--- src/rtl/reg_write_arbiter.sv ---
// Shares the register file write port between writeback (A, priority) and a
// buffered long-latency writer (B). Also flags reads that have a write in flight.
module reg_write_arbiter #(
    parameter int DEPTH        = 4,
    parameter int STARVE_LIMIT = 8
) (
    input  logic                     clk,
    input  logic                     rst,
    input  logic                     a_valid,
    input  logic [4:0]               a_addr,
    input  logic [31:0]              a_data,
    input  logic                     b_valid,
    output logic                     b_ready,
    input  logic [4:0]               b_addr,
    input  logic [31:0]              b_data,
    output logic                     wr,
    output logic [4:0]               addr3,
    output logic [31:0]              data3,
    input  logic [4:0]               addr1,
    input  logic [4:0]               addr2,
    output logic                     hit1,
    output logic                     hit2,
    output logic                     a_hold,
    output logic [$clog2(DEPTH):0]   count,
    output logic                     hold_err
);
    localparam int PW = $clog2(DEPTH);
    localparam int CW = PW + 1;
    localparam int SW = $clog2(STARVE_LIMIT + 1);
    localparam logic [CW-1:0] DEPTH_C = CW'(DEPTH);
    localparam logic [SW-1:0] LIMIT_C = SW'(STARVE_LIMIT);

    typedef struct packed {
        logic [4:0]  addr;
        logic [31:0] data;
    } entry_t;

    entry_t          mem_q [DEPTH];
    entry_t          mem_d [DEPTH];
    logic [PW-1:0]   rd_ptr_q, rd_ptr_d, wr_ptr_q, wr_ptr_d;
    logic [CW-1:0]   count_q, count_d;
    logic [SW-1:0]   starve_q, starve_d;
    logic            wr_q, wr_d, hold_err_q, hold_err_d;
    logic [4:0]      addr3_q, addr3_d;
    logic [31:0]     data3_q, data3_d;
    logic            push, pop, a_take;

    assign b_ready = (count_q < DEPTH_C);
    assign a_hold  = (starve_q == LIMIT_C);
    assign push    = b_valid && b_ready && (b_addr != 5'd0);
    assign a_take  = a_valid && (a_addr != 5'd0);
    // An A request to $0 still occupies the port: no pop that cycle.
    assign pop     = !a_valid && (count_q != '0);

    always_comb begin
        // NOTE: every target gets a default first so no path leaves a latch.
        mem_d      = mem_q;
        rd_ptr_d   = rd_ptr_q;
        wr_ptr_d   = wr_ptr_q;
        count_d    = count_q;
        starve_d   = starve_q;
        wr_d       = a_take || pop;
        addr3_d    = addr3_q;
        data3_d    = data3_q;
        hold_err_d = hold_err_q || (a_valid && a_hold);

        if (a_take) begin
            addr3_d = a_addr;
            data3_d = a_data;
        end else if (pop) begin
            addr3_d  = mem_q[rd_ptr_q].addr;
            data3_d  = mem_q[rd_ptr_q].data;
            rd_ptr_d = rd_ptr_q + 1'b1;
        end

        if (push) begin
            mem_d[wr_ptr_q] = '{addr: b_addr, data: b_data};
            wr_ptr_d        = wr_ptr_q + 1'b1;
        end

        case ({push, pop})
            2'b10:   count_d = count_q + 1'b1;
            2'b01:   count_d = count_q - 1'b1;
            default: count_d = count_q;
        endcase

        if (pop || count_q == '0) begin
            starve_d = '0;
        end else if (a_valid && starve_q != LIMIT_C) begin
            starve_d = starve_q + 1'b1;
        end
    end

    // NOTE: sequential state uses non-blocking assignments only.
    always_ff @(posedge clk) begin
        if (rst) begin
            rd_ptr_q   <= '0;
            wr_ptr_q   <= '0;
            count_q    <= '0;
            starve_q   <= '0;
            wr_q       <= 1'b0;
            addr3_q    <= '0;
            data3_q    <= '0;
            hold_err_q <= 1'b0;
        end else begin
            rd_ptr_q   <= rd_ptr_d;
            wr_ptr_q   <= wr_ptr_d;
            count_q    <= count_d;
            starve_q   <= starve_d;
            wr_q       <= wr_d;
            addr3_q    <= addr3_d;
            data3_q    <= data3_d;
            hold_err_q <= hold_err_d;
        end
    end

    // NOTE: storage is not reset; entries outside count are never observed.
    always_ff @(posedge clk) begin
        mem_q <= mem_d;
    end

    always_comb begin
        logic [PW-1:0] idx;
        hit1 = wr_q && (addr3_q == addr1);
        hit2 = wr_q && (addr3_q == addr2);
        for (int k = 0; k < DEPTH; k++) begin
            idx = rd_ptr_q + PW'(k);
            if (CW'(k) < count_q) begin
                if (mem_q[idx].addr == addr1) hit1 = 1'b1;
                if (mem_q[idx].addr == addr2) hit2 = 1'b1;
            end
        end
        hit1 = hit1 && (addr1 != 5'd0);
        hit2 = hit2 && (addr2 != 5'd0);
    end

    assign wr       = wr_q;
    assign addr3    = addr3_q;
    assign data3    = data3_q;
    assign count    = count_q;
    assign hold_err = hold_err_q;
endmodule

--- config.mk ---
export PLATFORM = sky130hd
export DESIGN_NAME = reg_write_arbiter
export DESIGN_NICKNAME = d
export VERILOG_FILES = /design/src/rtl/reg_write_arbiter.sv
export SDC_FILE = /design/constraint.sdc
export NUM_CORES = 1
export LEC_CHECK = 0
export ABC_AREA = 1
export CELL_PAD_IN_SITES_DETAIL_PLACEMENT = 1
export CELL_PAD_IN_SITES_GLOBAL_PLACEMENT = 1
export CORE_AREA = 5 5 127 189
export CTS_CLUSTER_SIZE = 25
export DETAILED_ROUTE_END_ITERATION = 8
export DIE_AREA = 0 0 132 194
export GPL_TIMING_DRIVEN = 0
export PLACE_DENSITY = 0.83
export SETUP_SLACK_MARGIN = 0.1
export SLEW_MARGIN = 10
export SYNTH_ARGS = -nofsm -noshare
export SYNTH_HDL_FRONTEND = slang
export SYNTH_SLANG_ARGS = --single-unit
--- constraint.sdc ---
create_clock -name clk -period 3.55 [get_ports clk]
set_input_delay 0.71 -clock clk [delete_from_list [all_inputs] [get_ports clk]]
set_output_delay 0.71 -clock clk [all_outputs]
set_load 0.02 [all_outputs]
[Word level (Yosys, flattened, before mapping)]
Cells that the tools add are included.
Widths: inputs -> output; s select.
Cells by class
  multiplexer cells: 36
  $add $sub $neg: 7
  order comparisons: 11
  bitwise operators: 6
  eq/ne operators: 14
  reduce and logical (&&, ||, !) cells: 25
Operator list (number)
  $mux 37: 9
  $bmux 37 s2: 4
  $bwmux 148: 1
  $demux 37 s2: 1
  $mux 32: 2
  $eq 5x5->1: 10
  $reduce_bool 5->1: 4
  $mux 1: 16
  $ge 3x3->1 const B: 5
  $not 2->3: 5
  $logic_and 1x1->1: 11
  $mux 5: 2
  $lt 1x3->1 const A: 2
  $lt 2x3->1 const A: 2
  $pmux 3 s2: 1
  $add 2x1->2 const B: 2
  $add 2x2->2 const B: 2
  $add 4x1->4 const B: 1
  $eq 4x4->1 const B: 1
  $ne 4x4->1 const B: 1
  $reduce_bool 2->1: 2
  $add 3x1->3 const B: 1
  $logic_not 3->1: 1
  $logic_or 1x1->1: 3
  other kinds (10): 10
Storage, ports and cells
  input port bits: 88
  output and inout port bits: 46
  logic and storage cells: 115
  bits in registers: 198

[Longest topological paths before layout]
  word-level depth: 14
  gate-level depth with buffers: 13
  depth with buffers taken out: 12

[Worst setup path before layout]
OpenSTA, ideal clock, no wires.
  kind: input to register
  start: input b_addr[4]
  end: register mem_q[0] in the netlist's numbering (enable)
  library setup time: 0.431 ns
  data arrival time: 2.606 ns
  required time: 3.119 ns
  stages on the path: 4
  path buffers: 0
  setup slack: 0.512 ns
  path through: nor3_1 > nand2_1 > nand3_1 > nor2_1
On the way
  longest elaborated chain between the ends: 2
RTL lines
  from (decl): line 14  | input logic [4:0] b_addr,
  $reduce_bool 5->1: line 50  | assign push = b_valid && b_ready && (b_addr != 5'd0);
  $logic_and 1x1->1: line 50
  to (signal assigned): line 119  | mem_q <= mem_d;
  to (decl): line 38  | entry_t mem_q [DEPTH];
No other way between the ends.
A chain may end at the register's enable or synchronous reset.

[Worst setup path after layout]
  start: input addr1[3]
  end: output hit1
On the way
  longest elaborated chain between the ends: 11
  elaborated cells on any way between the ends: 16
  those cells by class: eq/ne (5); mux (8); reduce/logical (3)
RTL lines
  from (decl): line 19  | input logic [4:0] addr1,
  $eq 5x5->1: line 124  | hit1 = wr_q && (addr3_q == addr1);
  $logic_and 1x1->1: line 124
  $mux 1: line 129  | if (mem_q[idx].addr == addr1) hit1 = 1'b1;
  $mux 1: line 128  | if (CW'(k) < count_q) begin
  $mux 1: line 129
  $mux 1: line 128
  $mux 1: line 129
  $mux 1: line 128
  $mux 1: line 129
  $mux 1: line 128
  $logic_and 1x1->1 *: line 133  | hit1 = hit1 && (addr1 != 5'd0);
  to (decl): line 21  | output logic hit1,
Every way passes the cells marked *; elsewhere a longest branch is shown, timed or not.

==> impl_metrics.csv <==
group,metric,value,unit
timing,period_share,93.07,%
clock_network,clkLatencyLatePin,440,ps
clock_network,cts.path.max_buffers,2,
detailed_routing,routed_wl,30440,microns
die,die_y,194,microns
synth,yosys_warnings,0,
synth,yosysTopAreaCellShare,48.62,%
global_route,antenna_found_initial,1,
worst_setup_path,start_kind,"input port",
cells_and_area,drive_gt1_share,8.195,%
timing,setup_ws,246.0,ps
worst_setup_path,endpoint_kind,"output pin",
global_route,grt_max_degree,27,
timing,layout_min_cycle_time,3304,ps
power,ir_worst_vdd,0.0004653,V
cells_and_area,multi_input_area,3247,sq um
power,power,7694,uW
detailed_routing,num_vias,7827,
timing,fmax,302.7,MHz
synth,syn_nets,1084,
min_path,hp-start,"hold_err",
worst_setup_path,worstSetupStartpoint,"addr1[3]",
cells_and_area,area_growth,25.54,%
timing,slew_viol_final,0,
synth,synth_area_leaders,"edfxtp_1, nand2_1, dfxtp_1, nand3_1, nor2_1",
clock_network,cts_tree,"done",
worst_setup_path,reg2regPathDepth,4,
power,p_leak,0.004550,uW
worst_setup_path,reg2reg_from,"count[2]",
placement,placed_area,10860,sq um
placement,gp_congestion,0.9300,
min_path,hold_end,"hold_err",
timing,hold_violations,0,
worst_setup_path,cp_cell_sequence,"clkdlybuf4s50_1 -> inv_1 -> nand3_1 -> nand2_1 -> nor2_1 -> nand3_1 -> nand2_1 -> nor2_1 -> nor2_1 -> dlygate4sd2_1",
cells_and_area,regArea,5445,sq um
detailed_routing,via_per_inst,5.496,
global_route,gr-usage-all-layers,23.28,%
synth,ys_top_cells_by_count,"nand2_1, edfxtp_1, nand3_1",
synth,synth-edff-count,148,
worst_setup_path,crit_fanout,7,
die,start_util,41.15,%
timing,holdWs,472.7,ps
worst_setup_path,arrival,2590,ps
detailed_routing,routedWlPerCell,21.38,microns
global_route,grt_remaining_overflow,0,
min_path,hold-path-cell-count,1,
worst_setup_path,critical_path_class,"input port to output pin",
placement,portBuffers,126,
die,fp.dieW,132,microns
placement,pre_cts_ws,-65.44,ps
detailed_routing,ant_nets,0,
synth,avgSynthCellArea,9.280,sq um
die,num_rows,67,
clock_network,cts_buffers,17,
detailed_routing,dr.pass1.iters,5,
clock_network,clkTransAtPathRegs,70,ps
synth,synth.most_common_cell,"nand2_1",
global_route,grt_pass1_vias,8309,
synth,synth_area_leader_cell,"edfxtp_1",
outcome,outcome,"complete, no violations",
timing,relSlewSlack,45.14,%
detailed_routing,remaining_drc_errors,0,
clock_network,postCtsSetupRepairBufs,0,
synth,ys_async_sr_fraction,0,%
global_route,grt_pass1_wl,46240,microns
worst_setup_path,slowest_stage,"clkdlybuf4s50_1",
cells_and_area,finalNetCount,1233,
worst_setup_path,crit_top_cell,"nor2_1",
timing,rsz0062_at_grt,"false",
worst_setup_path,worstPathRequired,2840,ps
synth,ys_ff_latch,198,
die,die-area,25610,sq um
timing,finalSetupTns,0,ps
synth,synthesis.instances,985,
cells_and_area,final_cell_area,11480,sq um
timing,worst_slew_pin_slew,822.9,ps
worst_setup_path,worstReg2RegEnd,"mem_q[72]",
synth,synth_ff_type,"edfxtp_1",
clock_network,ctsHoldBuffers,0,
min_path,min_path_type,"flip-flop to flip-flop",
die,ios,134,
timing,setup_viol,0,
clock_network,cts.sinks,198,
synth,synth_cell_types,34,
synth,ys_seq_area_share,59.57,%
clock_network,cts_root_buf,"clkbuf_16",
placement,dp_hpwl,21920,microns
cells_and_area,fillers,2528,
run,max_cap_violations,0,
die,core,22220,sq um
power,powerDensity,670.4,nW/um^2
timing,skew,9.727,ps
clock_network,htree_num_levels,4,
detailed_routing,drt-initial-drc-count,456,
worst_setup_path,cpPeakStageDelay,700,ps
synth,netlist_area,9141,sq um
worst_setup_path,r2r_slack,1160,ps
==> cell usage in the layout, fill, tap and decap left out, types with 20 or more instances in the layout <==
cell type and instances:
nor2_1 59, inv_1 59, nand3_1 116, nand2_1 333, a22oi_1 20, dfxtp_1 50
nand4_1 23, o21ai_0 34, edfxtp_1 148, clkdlybuf4s50_1 124
==> what timing repair did <==
action,4_1_cts,5_1_grt
gates resized for setup,5,3
pin swaps,0,0
setup endpoints to repair,2,1
==> worst max-delay path by stage <==
stage / cells after the start / slack [ps] / endpoint
finish: 10 / 250 / hit1
global route: 14 / 140 / hit1
CTS: 14 / 140 / hit2
detailed placement: 10 / -70 / hit2
global placement: 5 / -1690 / mem_q[19]
floorplan: 4 / 510 / mem_q[0]
==> critical path: cells and delay by family <==
kind | cells | cell delay (ps)
buffers and inverters | 3 | 1250
AND/OR/NAND/NOR | 7 | 610
==> final cells by class <==
cell class | count | area share [%]
plain buffers | 44 | 2.028
multi-input cells | 676 | 28.29
inverters | 67 | 2.257
clock inverters | 11 | 1.297
clock buffers | 21 | 4.012
diodes | 1 | 0.02181
flip-flops and latches | 198 | 47.45
well taps | 276 | 3.009
repair buffers | 130 | 11.63
==> registers in the layout (all words and copies together), names as in the netlist <==
signal and count:
mem_q 148, starve_q 4, wr 1, hold_err 1
wr_ptr_q 2, addr3 5, count 3, data3 32
rd_ptr_q 2
==> metal layers <==
| layer | vias to the layer above | global-route usage (%) | part of all wire, % |
|---|---|---|---|
| li1 | 3662 | - | - |
| met1 | 3867 | 24.76 | 37 |
| met2 | 239 | 44.59 | 56 |
| met3 | 59 | 3.427 | 4.0 |
| met4 | 0 | 10.37 | 3.4 |
| met5 | - | 0 | 0 |
==> report_power, final <==
part	switching [uW]	internal, uW	leakage (uW)	total (uW)
Clock	852	1150	0.000292	2000
Sequential	159	2780	0.00177	2940
Combinational	1830	924	0.00249	2750
==> kinds of logic after synthesis <==
group | share of synthesized area [%]
simple gates | 25.77
flops | 59.57
buf+inv | 5.352
compound gates | 7.610
fa+ha+maj | 1.506
xor+xnor | 0.1917
==> stage by stage <==
step | instances | util, %
after floorplan | 985 | -
after global placement | 1387 | 48.38
after detailed placement | 1391 | 48.88
after CTS | 1423 | 51.65
after global routing | 1424 | 51.66
final | 1424 | 51.66
Power figures use the tool's default switching activity.
==> edit 1: new RTL, config.mk and constraints unchanged <==
Set the parameter `DEPTH` to 2 (it was 4).
--- a/src/rtl/reg_write_arbiter.sv
+++ b/src/rtl/reg_write_arbiter.sv
@@ -1,7 +1,7 @@
 // Shares the register file write port between writeback (A, priority) and a
 // buffered long-latency writer (B). Also flags reads that have a write in flight.
 module reg_write_arbiter #(
-    parameter int DEPTH        = 4,
+    parameter int DEPTH        = 2,
     parameter int STARVE_LIMIT = 8
 ) (
     input  logic                     clk,
Interface: changed (resized count); port bits go from 134 to 133. The function was not compared with the original's and may differ.
==> edit 1 against the original RTL <==
- worst setup slack lost 0.016 ns
- die area unchanged
- wire length fell by 39%
- core utilization down 16 points
- sequential cell count fell by 77
- clock skew increased by 0.0020 ns
- combinational power decreased by 49%
- design area fell by 31%
- total power decreased by 37%
- area after synthesis is 39% lower
- via count down 38%
- largest cell class unchanged
==> edit 1: results <==
export IMPL_status="finished, final reports clean"
export IMPL_wl_per_cell_um=17.8
export IMPL_grt_antenna_before_repair=3
export IMPL_drive_gt1_share_pct=12.0
export IMPL_htree_levels=4
export IMPL_hold_class="reg2reg"
export IMPL_drt_total_wl_um=18400
export IMPL_synthTopCellsByCount="nand2_1 (175), nand3_1 (111), edfxtp_1 (74)"
export IMPL_largest_reg_flops=74
export IMPL_nets=837
export IMPL_vias=4856
export IMPL_use_met1_pct=14.9
export IMPL_place_ws_ns=0.262
export IMPL_gr_usage_met2_pct=26.8
export IMPL_grt_total_usage_pct=14.4
export IMPL_avgSynthCellArea_um2=9.45
export IMPL_post_cts_buffers=0
export IMPL_skew_ns=0.0118
export IMPL_synth_edf_count=74
export IMPL_grt_pass1_wl_um=28800
export IMPL_yosysSeqAreaShare_pct=56.5
export IMPL_ys_types=30
export IMPL_worst_pin_slew_ns=0.708
export IMPL_io_buffer_count=131
export IMPL_worstPathArrival_ns=2.61
export IMPL_cts_resized=0
export IMPL_grt_max_degree=21
export IMPL_drt_iter0_drc=140
export IMPL_dr_pass1_iters=4
export IMPL_placed_cells=1001
export IMPL_place_congestion=0.822
export IMPL_critPathMaxFanout=6
export IMPL_r2r_setup_slack_ns=1.38
export IMPL_grt_pass1_vias=5384
export IMPL_clock_latency_ns=0.42
export IMPL_synthTopCellsByArea="edfxtp_1 (40%), dfxtp_1 (17%), nand2_1 (12%)"
export IMPL_synth_nets=685
export IMPL_clk_pin_slew_ns=0.05
export IMPL_timing_rr_start="count[1]$_SDFFE_PP0P_"
export IMPL_use_met3_pct=3.27
export IMPL_ir_drop_v=0.000389
export IMPL_r2r_end="mem_q[17]$_DFFE_PP_"
export IMPL_hpwl_um=14000
export IMPL_p_leak_nw=3.17
export IMPL_yosys_warnings=0
edit 1: metal layers:
layer | wire length, um | vias up
met4 | 665 | 0
met1 | 7060 | 2354
met5 | 0 | -
met3 | 701 | 42
met2 | 10000 | 118
li1 | - | 2342
edit 1: how the worst max path moves through the flow:
stage                    from                  end  slack (ns)  cells past startpoint
floorplan           b_addr[3]   mem_q[0]$_DFFE_PP_        0.60                      4
global placement    b_addr[4]  mem_q[51]$_DFFE_PP_       -1.27                      5
detailed placement   addr2[2]                 hit2        0.26                     10
CTS                  addr1[2]                 hit1        0.25                     10
global route         addr2[0]                 hit2        0.12                     10
finish               addr2[2]                 hit2        0.23                     10
edit 1: critical path: stages:
cell             delay (ns)
clkdlybuf4s50_1        0.64
inv_1                  0.11
nand3_1                0.10
nand2_1                0.05
nor2_1                 0.12
nand3_1                0.09
nand3_1                0.09
nand2_1                0.05
inv_1                  0.05
clkdlybuf4s50_1        0.59
edit 1: metrics by stage:
| step | area [um^2] | hold WS, ns |
|---|---|---|
| floorplan | 5590 | 0.454 |
| global placement | 7250 | 0.455 |
| detailed placement | 7320 | 0.459 |
| CTS | 7880 | 0.469 |
| global route | 7880 | 0.477 |
| finish | 7880 | 0.465 |
edit 1: final cells by class:
| cell class | count | area, um^2 |
|---|---|---|
| Timing Repair Buffer | 133 | 1370 |
| Tap cell | 276 | 345 |
| Fill cell | 2499 | 14300 |
| Sequential cell | 121 | 3160 |
| Clock buffer | 21 | 450 |
| Multi-Input combinational cell | 401 | 2110 |
| Antenna cell | 3 | 7.51 |
| Buffer | 29 | 186 |
| Inverter | 41 | 154 |
| Clock inverter | 10 | 104 |
edit 1: cell families (layout without fill, tap and decap cells):
kind of cell               Yosys count  after routing  synth area share (%)
and+or+nand+nor                    328            328                  25.5
DFF                                121            121                  56.5
buffers and inverters               70            234                  6.08
AOI/OAI and AO/OA                   65             65                  10.3
adders and majority gates            5              5                  1.12
xor gates and xnor gates             3              3                 0.470
other                                0              3                     0
edit 1: power breakdown:
part	internal (mW)	total [mW]	leakage (nW)	switching [mW]
combinational	0.543	1.39	1.83	0.852
sequential	1.72	1.82	1.08	0.102
clock	1.04	1.64	0.272	0.606
==> edit 2: new RTL, same settings <==
Made on the original files. `data3_q` no longer has a reset.
--- a/src/rtl/reg_write_arbiter.sv
+++ b/src/rtl/reg_write_arbiter.sv
@@ -100,7 +100,6 @@
             starve_q   <= '0;
             wr_q       <= 1'b0;
             addr3_q    <= '0;
-            data3_q    <= '0;
             hold_err_q <= 1'b0;
         end else begin
             rd_ptr_q   <= rd_ptr_d;
@@ -109,9 +108,12 @@
             starve_q   <= starve_d;
             wr_q       <= wr_d;
             addr3_q    <= addr3_d;
-            data3_q    <= data3_d;
             hold_err_q <= hold_err_d;
         end
+    end
+
+    always_ff @(posedge clk) begin
+        data3_q <= data3_d;
     end
 
     // NOTE: storage is not reset; entries outside count are never observed.
Formal check against the unedited RTL: not equivalent (Yosys sat finds a counterexample within 4 cycles, from zero or initial values and one cycle with rst high).
==> edit 2 against the original RTL <==
- sequential power increased by 4%
- design area decreased by 0.39%
- first-iteration DRC count decreased by 12%
- sequential share of layout area increased by 3.0 points
- wire length decreased by 7.2%
- global-route usage decreased by 1.3 points
- worst setup slack got worse by 0.010 ns
- total power increased by 1.0%
- register-to-register slack improved by 0.08 ns
- sequential cell count unchanged
- area after synthesis decreased by 0.89%
- largest power group unchanged
==> edit 2: results <==
export IMPL_hpwl_um=21200
export IMPL_p_leak_nw=4.59
export IMPL_synth_nets=1054
export IMPL_nFillCells=2473
export IMPL_critical_path_max_stage_delay_ns=0.37
export IMPL_diodes=0
export IMPL_grt_max_degree=33
export IMPL_inv_count=64
export IMPL_io_buffer_count=129
export IMPL_synthTopCellsByArea="edfxtp_1 (60%), nand2_1 (18%), nand3_1 (4.6%)"
export IMPL_avgSynthCellArea_um2=9.49
export IMPL_nFlopsAndLatches=198
export IMPL_grt_total_usage_pct=21.9
export IMPL_yosysSeqAreaShare_pct=63.6
export IMPL_placed_area_um2=10800
export IMPL_wl_per_cell_um=20.2
export IMPL_status="finished, final reports clean"
export IMPL_multi_input_area_um2=2930
export IMPL_drive_gt1_share_pct=5.53
export IMPL_r2r_end="mem_q[49]$_DFFE_PP_"
export IMPL_startpoint="rd_ptr_q[0]$_SDFFE_PP0P_"
export IMPL_skew_ns=0.00669
export IMPL_vias=7417
export IMPL_p_int_mw=4.95
export IMPL_cp_endpoint="hit2"
export IMPL_multi_input_cells=661
export IMPL_use_met1_pct=22.5
export IMPL_bufAreaShareNonClock_pct=13.5
export IMPL_vias_per_cell=5.31
export IMPL_seq_share_pct=50.4
export IMPL_syn_inst=955
export IMPL_crit_slowest_cell="dfxtp_1"
export IMPL_use_met3_pct=4.21
export IMPL_clock_buffers=18
export IMPL_crit_family="simple AND/OR/NAND/NOR gates"
export IMPL_grt_antenna_before_repair=0
export IMPL_synthTopCellsByCount="nand2_1 (425), edfxtp_1 (180), nand3_1 (83)"
export IMPL_max_freq_mhz=302
export IMPL_place_ws_ns=-0.0484
export IMPL_synth_edf_count=180
export IMPL_drt_iter0_drc=402
export IMPL_cts_resized=7
export IMPL_signal_buffers=166
export IMPL_r2r_setup_slack_ns=1.24
export IMPL_grt_pass1_wl_um=43500
==> edit 2: changes by cell type after synthesis, sizes merged, moves of 8 or more <==
cell	change
buf	-17
nor2	-20
nand3	-33
o21ai	-31
a31oi	-8
a22oi	-20
nand2	+89
nand4	+11
dfxtp	-32
o31ai	-8
edfxtp	+32
==> edit 2: power by group through the flow <==
| stage | combinational [mW] | sequential (mW) | clock, mW |
|---|---|---|---|
| final | 2.73 | 3.06 | 1.99 |
| after global routing | 3.00 | 3.08 | 2.12 |
| after CTS | 2.75 | 3.06 | 2.02 |
| after detailed placement | 2.73 | 3.11 | 0 |
| after global placement | 2.58 | 3.11 | 0 |
| after floorplan | 1.43 | 3.25 | 0 |
==> edit 2: worst min path at each step <==
stage,from,endpoint,slack [ns]
6_report,hold_err$_SDFF_PP0_,hold_err$_SDFF_PP0_,0.47
5_1_grt,hold_err$_SDFF_PP0_,hold_err$_SDFF_PP0_,0.49
4_1_cts,hold_err$_SDFF_PP0_,hold_err$_SDFF_PP0_,0.48
3_5_place_dp,hold_err$_SDFF_PP0_,hold_err$_SDFF_PP0_,0.46
3_3_place_gp,hold_err$_SDFF_PP0_,hold_err$_SDFF_PP0_,0.45
2_1_floorplan,starve_q[3]$_SDFFE_PP0P_,starve_q[3]$_SDFFE_PP0P_,0.45
==> edit 2: kinds of logic after synthesis <==
group | Yosys count | synth area share (%)
AND/OR/NAND/NOR | 600 | 27.3
XOR/XNOR | 4 | 0.387
AO/OA/AOI/OAI | 46 | 2.80
adder cells (fa/ha/maj) | 11 | 1.52
buffers and inverters | 96 | 4.38
flip-flops | 198 | 63.6
==> edit 2: per-layer routing <==
layer,vias up,wire length [um]
met5,-,0
met4,0,941
met3,52,1100
met2,202,16000
met1,3662,10200
li1,3501,-
